<file path="config.mk">
export PLATFORM = sky130hd
export DESIGN_NAME = spi_fb_rx_capture
export DESIGN_NICKNAME = d
export VERILOG_FILES = /design/src/rtl/spi_fb_rx_capture.sv
export SDC_FILE = /design/constraint.sdc
export NUM_CORES = 1
export LEC_CHECK = 0
export CAP_MARGIN = 10
export CORE_MARGIN = 2
export CORE_UTILIZATION = 50
export CTS_CLUSTER_SIZE = 28
export DETAILED_ROUTE_END_ITERATION = 6
export PLACE_DENSITY = 0.73
export SYNTH_ARGS = -nofsm -noshare
export SYNTH_HDL_FRONTEND = slang
export SYNTH_SLANG_ARGS = --single-unit
</file>
<file path="constraint.sdc">
create_clock -name sys_clk -period 4 [get_ports sys_clk]
set_input_delay 1.2 -clock sys_clk [delete_from_list [all_inputs] [get_ports sys_clk]]
set_output_delay 1.2 -clock sys_clk [all_outputs]
set_load 0.01 [all_outputs]
</file>
<file path="src/rtl/spi_fb_rx_capture.sv">
// Receive capture for the SPI feedback clock path: samples MISO on a feedback-clock edge,
// deserialises one RD_ADDR/WR_ADDR/DATA frame and hands it over through a one-entry buffer.
module spi_fb_rx_capture #(
  parameter int unsigned SPI_RD_ADDR_WIDTH = 4,
  parameter int unsigned SPI_WR_ADDR_WIDTH = 4,
  parameter int unsigned SPI_DATA_WIDTH    = 32,
  parameter int unsigned SAMPLE_EDGE       = 0,
  parameter int unsigned MISO_SYNC_STAGES  = 2
) (
  input  logic                         sys_clk,
  input  logic                         reset,
  input  logic                         transfer_active,
  input  logic                         spi_clk_fb,
  input  logic                         spi_miso,
  input  logic                         rx_ready,
  input  logic                         ovf_clear,
  output logic                         rx_valid,
  output logic [SPI_RD_ADDR_WIDTH-1:0] rx_rd_addr,
  output logic [SPI_WR_ADDR_WIDTH-1:0] rx_wr_addr,
  output logic [SPI_DATA_WIDTH-1:0]    rx_data,
  output logic                         rx_abort,
  output logic                         rx_overflow,
  output logic                         rx_busy
);

  localparam int unsigned FRAME_W = SPI_RD_ADDR_WIDTH + SPI_WR_ADDR_WIDTH + SPI_DATA_WIDTH;
  localparam int unsigned CNT_W   = $clog2(FRAME_W + 1);
  localparam logic [CNT_W-1:0] LAST_BIT = CNT_W'(FRAME_W - 1);
  localparam logic [CNT_W-1:0] CNT_ONE  = CNT_W'(1);

  typedef enum logic [1:0] {StIdle, StShift, StLoad, StWaitEnd} state_e;

  state_e                      state_q;
  logic                        fb_prev_q;
  logic [MISO_SYNC_STAGES-1:0] miso_sync_q;
  logic [FRAME_W-1:0]          shift_q;
  logic [CNT_W-1:0]            cnt_q;
  logic                        rise, fall, samp, miso_s;

  // The feedback clock is generated from sys_clk, so it is edge-detected without synchronisers.
  assign rise    = spi_clk_fb & ~fb_prev_q;
  assign fall    = ~spi_clk_fb & fb_prev_q;
  assign samp    = (SAMPLE_EDGE == 0) ? rise : fall;
  assign miso_s  = miso_sync_q[MISO_SYNC_STAGES-1];
  assign rx_busy = (state_q != StIdle);

  always_ff @(posedge sys_clk or posedge reset) begin
    if (reset) begin
      fb_prev_q   <= 1'b0;
      miso_sync_q <= '0;
    end else begin
      fb_prev_q      <= transfer_active & spi_clk_fb;
      miso_sync_q[0] <= spi_miso;
      for (int i = 1; i < int'(MISO_SYNC_STAGES); i++) begin
        miso_sync_q[i] <= miso_sync_q[i-1];
      end
    end
  end

  always_ff @(posedge sys_clk or posedge reset) begin
    if (reset) begin
      state_q     <= StIdle;
      shift_q     <= '0;
      cnt_q       <= '0;
      rx_valid    <= 1'b0;
      rx_rd_addr  <= '0;
      rx_wr_addr  <= '0;
      rx_data     <= '0;
      rx_abort    <= 1'b0;
      rx_overflow <= 1'b0;
    end else begin
      rx_abort <= 1'b0;
      if (ovf_clear) rx_overflow <= 1'b0;
      // Consumption; a LOAD in the same cycle overrides this below.
      if (rx_valid && rx_ready) rx_valid <= 1'b0;
      unique case (state_q)
        StIdle: begin
          cnt_q   <= '0;
          shift_q <= '0;
          if (transfer_active) state_q <= StShift;
        end
        StShift: begin
          if (!transfer_active) begin
            state_q  <= StIdle;
            rx_abort <= 1'b1;
          end else if (samp) begin
            shift_q <= {shift_q[FRAME_W-2:0], miso_s};
            cnt_q   <= cnt_q + CNT_ONE;
            if (cnt_q == LAST_BIT) state_q <= StLoad;
          end
        end
        StLoad: begin
          state_q <= StWaitEnd;
          if (!rx_valid || rx_ready) begin
            rx_rd_addr <= shift_q[FRAME_W-1 -: SPI_RD_ADDR_WIDTH];
            rx_wr_addr <= shift_q[SPI_DATA_WIDTH+SPI_WR_ADDR_WIDTH-1 -: SPI_WR_ADDR_WIDTH];
            rx_data    <= shift_q[SPI_DATA_WIDTH-1:0];
            rx_valid   <= 1'b1;
          end else begin
            rx_overflow <= 1'b1;
          end
        end
        StWaitEnd: begin
          if (!transfer_active) state_q <= StIdle;
        end
        default: state_q <= StIdle;
      endcase
    end
  end

endmodule
</file>
==> results of run 1 <==
[final cells by class]
cell class | instances | share of cell area
clock buffers | 11 | 0.03257
repair buffers | 53 | 0.1234
inverters | 4 | 0.004036
clock inverters | 5 | 0.01297
well taps | 96 | 0.02767
multi-input cells | 121 | 0.2574
flip-flops and latches | 94 | 0.5419
[state kept, by name, indices dropped and copies added, names as in the netlist, 2 cells and up, named ones only]
signal       count
cnt_q            6
miso_sync_q      2
rx_data         32
rx_rd_addr       4
rx_wr_addr       4
shift_q         40
[per-stage QoR]
| step | power [mW] | instances | util | hold slack [ns] |
|---|---|---|---|---|
| 2_1_floorplan | 1.024 | 233 | - | 0.3312 |
| 3_3_place_gp | 1.041 | 368 | 0.6031 | 0.3324 |
| 3_5_place_dp | 1.042 | 368 | 0.6031 | 0.3426 |
| 4_1_cts | 1.657 | 384 | 0.6319 | 0.3633 |
| 5_1_grt | 1.705 | 384 | 0.6319 | 0.3755 |
| 6_report | 1.637 | 384 | 0.6319 | 0.3588 |
[placed cells by master, fill, tap and decap left out, types with 2 or more instances in the layout]
master	Yosys	routed
dfrtp_1	94	94
clkdlybuf4s50_1	0	50
a22o_1	41	41
mux2_1	38	38
clkbuf_8	0	10
nand3_1	5	5
nand2b_4	3	3
mux2_2	3	3
nand2_1	3	3
or4_1	3	3
inv_1	4	3
nand2b_1	2	2
o31ai_1	2	2
a21boi_1	2	2
nor2_1	2	2
o22ai_1	2	2
clkinv_2	0	2
buf_4	1	2
[how the worst min path moves through the flow]
stage	startpoint	depth (start not counted)	slack [ns]	end
after global routing	miso_sync_q[0]	0	0.38	miso_sync_q[1]
after global placement	miso_sync_q[0]	0	0.33	miso_sync_q[1]
final	miso_sync_q[0]	0	0.36	miso_sync_q[1]
after CTS	miso_sync_q[0]	0	0.36	miso_sync_q[1]
after floorplan	miso_sync_q[0]	0	0.33	miso_sync_q[1]
after detailed placement	miso_sync_q[0]	0	0.34	miso_sync_q[1]
[power groups by stage]
stage	clock (mW)	combinational, mW	sequential (mW)
after detailed placement	0	0.0629	0.979
final	0.617	0.0609	0.960
after CTS	0.635	0.0629	0.960
after global placement	0	0.0619	0.979
after global routing	0.674	0.0695	0.961
after floorplan	0	0.0466	0.977
[layer usage]
layer | GRT usage | vias to the layer above | wire length [um]
met4 | 0.09091 | 0 | 133
met1 | 0.2419 | 1057 | 2786
met2 | 0.2476 | 46 | 2645
li1 | - | 964 | -
met5 | 0 | - | 0
met3 | 0.03451 | 10 | 226
[cells by family (layout without fill, tap and decap cells)]
| family | count (synthesis) | count (layout) | synth area share |
|---|---|---|---|
| DFF | 94 | 94 | 0.6530 |
| AOI/OAI and AO/OA | 51 | 51 | 0.1195 |
| muxes | 41 | 41 | 0.1282 |
| and+or+nand+nor | 28 | 28 | 0.05766 |
| buffers and inverters | 18 | 73 | 0.03821 |
| adders and majority gates | 1 | 1 | 0.003473 |
==> qor.yml, run 1 <==
outcome:
  status: "complete, no violations"
routing:
  totalWireLength_um: 5791
  ant_nets: 0
  vias_per_cell: 5.409
  dr.pass1.iters: 4
  drtIter0Drc: 87
  via_count: 2077
  post_drt_wl_per_cell_um: 15.08
  drc: 0
final_layout:
  area_growth_pct: 20.49
  num_antenna_cells: 0
  multi_input_area_um2: 1117
  seqCellArea_um2: 2352
  nets: 291
  n_fill_cell: 554
  final_area_um2: 4340
  drive_gt1_frac: 0.1042
global_route:
  grt_usage: 0.1702
  grt_max_degree: 63
  grt_pass1_wl_um: 10090
  grt_pass1_vias: 2061
  grt_overflow: 0
  grt_antenna_before_repair: 0
sta:
  max_freq_ghz: 0.3467
  setup_tns_ns: 0
  timing.final.crit_share: 0.7210
  finalHoldViolCount: 0
  slew_violations: 0
  slew_headroom: 0.5028
  fin_ws_ns: 1.116
  min_period_ns: 2.884
  setup_viol: 0
  tightest_slew_ns: 0.7458
  rsz0062_at_grt: "no"
  skew_ns: 0.007719
synth:
  synth_seq_cells: 94
  yosysTopAreaCellShare: 0.6530
  synth_edf_count: 0
  synth.most_common_cell: "dfrtp_1"
  syn_area_um2: 3602
  synth-main-ff-cell: "dfrtp_1"
  yosys.cell_types.count: 32
  synthTopCellsByCount: "94 x dfrtp_1, 41 x a22o_1, 38 x mux2_1, 8 x buf_6"
  syn-num-nets: 241
  yosys_warnings: 0
  synth.avg_cell_area_um2: 15.46
  postSynthCellCount: 233
  synth-async-reset-ratio: 1.000
  seq_area_frac_synth: 0.6530
  synth.area.top_cells: "dfrtp_1 65%, mux2_1 12%, a22o_1 10%"
  yosysTopAreaCell: "dfrtp_1"
power_and_ir_drop:
  p_int_mw: 1.280
  power_frac_clock: 0.377
  power_density_nw_per_um2: 377.3
  ir_drop_v: 0.0002685
  switching_share: 0.2182
  power.leakage_nw: 2.130
  p_seq_frac: 0.586
  power.switching_mw: 0.3573
  power_frac_comb: 0.037
worst_setup_path:
  critPathArrivalTime_ns: 1.68
  cp_slowest_cell: "dfrtp_1"
  critPathBufInv: 1
  critPathKind: "register to output port"
  reg2reg_slack_ns: 2.16
  reg2reg_to: "cnt_q[0]"
  crit_path_end: "rx_busy"
  cp_top_family: "flip-flops"
  r2r-start: "fb_prev_q"
  r2r_cells: 4
  cp_num_cells: 2
  cp-end-kind: "output port"
  worstPathMaxFanout: 10
  crit_path_start_kind: "register"
  required_ns: 2.80
  crit_chain: "or2_2 -> clkdlybuf4s50_1"
  max_stage_delay_ns: 0.50
placed_design:
  place.gp.congestion: 0.6967
  placed_cell_area_um2: 4143
  pre_cts_ws_ns: 0.8519
  portBuffers: 50
  detailed_place_hpwl_um: 3821
die:
  die_x_um: 88.88
  rows: 30
  die_h_um: 88.88
  start_util: 0.5244
  dieArea_um2: 7900
  pin_count: 51
  coreArea_um2: 6869
cts:
  clock-sinks: 94
  cts_made_buffers: 9
  cts_setup_buffers: 0
  hold_buffers: 0
  clockBufferDepth: 2
  clk_latency_ns: 0.35
  root_buffer: "clkbuf_8"
  cts_tree: "yes"
  cts_resized: 0
  clkTransAtPathRegs_ns: 0.09
  cts.htree.levels: 3
worst_hold_path:
  hold_class: "register to register"
job:
  drv_cap: 0
No activity file was read; power rests on OpenSTA's default activity.
==> run 2, diff against run 1 <==
--- a/config.mk
+++ b/config.mk
@@ -7,7 +7,7 @@
 export LEC_CHECK = 0
 export CAP_MARGIN = 10
 export CORE_MARGIN = 2
-export CORE_UTILIZATION = 50
+export CORE_UTILIZATION = 48
 export CTS_CLUSTER_SIZE = 28
 export DETAILED_ROUTE_END_ITERATION = 6
 export PLACE_DENSITY = 0.73
==> constraint.sdc (replaced) <==
create_clock -name sys_clk -period 2.6 [get_ports sys_clk]
set_input_delay 0.78 -clock sys_clk [delete_from_list [all_inputs] [get_ports sys_clk]]
set_output_delay 0.78 -clock sys_clk [all_outputs]
set_load 0.01 [all_outputs]
==> run 2 against run 1 <==
Net effect:
- utilization decreased by 2.5 points
- sequential share of layout area decreased by 0.75 points
- design area increased by 1.4%
- sequential cell count unchanged
- first-iteration DRC count increased by 33%
- hold slack improved by 0.0027 ns
- routed wire length increased by 0.35%
- combinational power increased by 60%
- clock skew increased by 0.0032 ns
- largest power group unchanged
- highest routed layer unchanged
==> qor.yml, run 2 (synthesis gave the netlist of run 1 again) <==
outcome:
  status: "complete, no violations"
job:
  drv_cap: 0
cts:
  clkTransAtPathRegs_ns: 0.09
  cts_resized: 0
  clockBufferDepth: 2
  root_buffer: "clkbuf_8"
  clock-sinks: 94
  cts_tree: "yes"
  clk_latency_ns: 0.35
  cts.htree.levels: 3
  hold_buffers: 0
  cts_setup_buffers: 0
  cts_made_buffers: 9
global_route:
  grt_pass1_vias: 2058
  grt_overflow: 0
  grt_usage: 0.1491
  grt_antenna_before_repair: 0
  grt_max_degree: 95
  grt_pass1_wl_um: 9956
routing:
  route.met3.wl_um: 253
  via_count: 2060
  post_drt_wl_per_cell_um: 14.90
  drc: 0
  wl_met2_um: 2518
  vias_per_cell: 5.282
  dr.pass1.iters: 4
  wl_met1_um: 2989
  ant_nets: 0
  drtIter0Drc: 116
  routed.top_layer: "met4"
  totalWireLength_um: 5811
worst_setup_path:
  crit_path_start_kind: "register"
  r2r-start: "state_q[0]"
  cp_slowest_cell: "dfrtp_1"
  reg2reg_slack_ns: 1.07
  worstPathMaxFanout: 9
  r2r_cells: 4
  critPathKind: "register to output port"
  critPathArrivalTime_ns: 1.65
  critPathBufInv: 1
  worstSetupStartpoint: "state_q[0]"
  crit_chain: "or2_2 -> clkdlybuf4s50_1"
  cp_top_family: "flip-flops"
  reg2reg_to: "rx_data[1]"
  cp-end-kind: "output port"
  required_ns: 1.82
  max_stage_delay_ns: 0.48
power_and_ir_drop:
  switching_share: 0.2135
  power_frac_comb: 0.037
  p_total_mw: 2.595
  power.leakage_nw: 2.151
  p_seq_frac: 0.569
  p_int_mw: 2.041
  power.switching_mw: 0.5541
  ir_drop_v: 0.0003768
  power_density_nw_per_um2: 589.6
  power_frac_clock: 0.393
sta:
  tightest_slew_ns: 0.4895
  rsz0062_at_grt: "no"
  slew_headroom: 0.6737
  max_freq_ghz: 0.4109
  timing.final.crit_share: 0.9359
  setup_tns_ns: 0
  setup_viol: 0
  min_period_ns: 2.433
  finalHoldViolCount: 0
  skew_ns: 0.01089
  slew_violations: 0
die:
  dieArea_um2: 8214
  coreArea_um2: 7253
  start_util: 0.4966
  die_x_um: 90.63
  die_h_um: 90.63
  pin_count: 51
  rows: 31
worst_hold_path:
  hold_depth: 0
  worstHoldEndpoint: "miso_sync_q[1]"
  hp-start: "miso_sync_q[0]"
  hold_class: "register to register"
placed_design:
  detailed_place_hpwl_um: 3681
  portBuffers: 50
  place.gp.congestion: 0.7755
final_layout:
  num_antenna_cells: 0
  area_growth_pct: 22.20
  nets: 295
  final_common_cell: "dfrtp_1"
  final_cell_mix: "94 x dfrtp_1, 50 x clkdlybuf4s50_1, 41 x a22o_1, 38 x mux2_1, 9 x clkbuf_8"
  top_register: "shift_q"
  drive_gt1_frac: 0.1134
  reg.largest.list: "shift_q x40, rx_data x32, cnt_q x6"
  largest_reg_flops: 40
run 2: cell count changes in the layout (fill, tap and decap cells not counted), sizes merged:
cell	delta
buf	+4
clkinv	-2
clkinvlp	+2
bufinv	+1
clkbuf	-1
inv	-1
run 2: per-stage QoR:
step                      cells  utilization  cell area, um2  hold slack (ns)  setup slack [ns]
final                       390       0.6069            4402           0.3615            0.1665
after global routing        390       0.6069            4402           0.3775           0.07772
after CTS                   390       0.6069            4402           0.3640            0.1414
after detailed placement    375       0.5777            4190           0.3434            0.2072
after global placement      375       0.5777            4190           0.3346            0.2327
after floorplan             233            -            3606           0.3312            0.7143
run 2: routing by layer:
layer / vias to the layer above / GRT usage
li1: 972 / -
met1: 1039 / 0.2213
met2: 44 / 0.2152
met3: 5 / 0.04007
met4: 0 / 0.04615
met5: - / 0
run 2: cell type report:
cell class              instances  area [um2]
fillers                       577        2851
clock buffers                  10       127.6
clock inverters                 5       83.83
well taps                      99       123.9
repair buffers                 57       578.1
inverters                       4       18.77
multi-input cells             121        1117
flip-flops and latches         94        2352
run 2: worst reg2reg max path, delay by kind of cell (launching register included):
| kind | cells | cell delay, ns |
|---|---|---|
| DFF | 1 | 0.50 |
| muxes | 1 | 0.38 |
| buffers and inverters | 1 | 0.23 |
| and+or+nand+nor | 2 | 0.31 |
run 2: power by group through the flow:
| stage | clock [mW] | combinational [mW] | sequential [mW] |
|---|---|---|---|
| floorplan | 0 | 0.0720 | 1.50 |
| global placement | 0 | 0.0980 | 1.51 |
| detailed placement | 0 | 0.0996 | 1.51 |
| CTS | 1.05 | 0.0997 | 1.48 |
| global route | 1.11 | 0.110 | 1.48 |
| finish | 1.02 | 0.0972 | 1.48 |
run 2: how the worst max path moves through the flow:
stage	endpoint	cells after the start
6_report	rx_busy	2
5_1_grt	rx_busy	2
4_1_cts	rx_busy	2
3_5_place_dp	cnt_q[0]	5
3_3_place_gp	cnt_q[0]	5
2_1_floorplan	asynchronous set/reset pin	1
==> run 3, diff against run 2 <==
--- a/config.mk
+++ b/config.mk
@@ -14,3 +14,4 @@
 export SYNTH_ARGS = -nofsm -noshare
 export SYNTH_HDL_FRONTEND = slang
 export SYNTH_SLANG_ARGS = --single-unit
+export TNS_END_PERCENT = 100
==> results of run 3 <==
Final layout, timing and power as in run 2 (identical DEF).
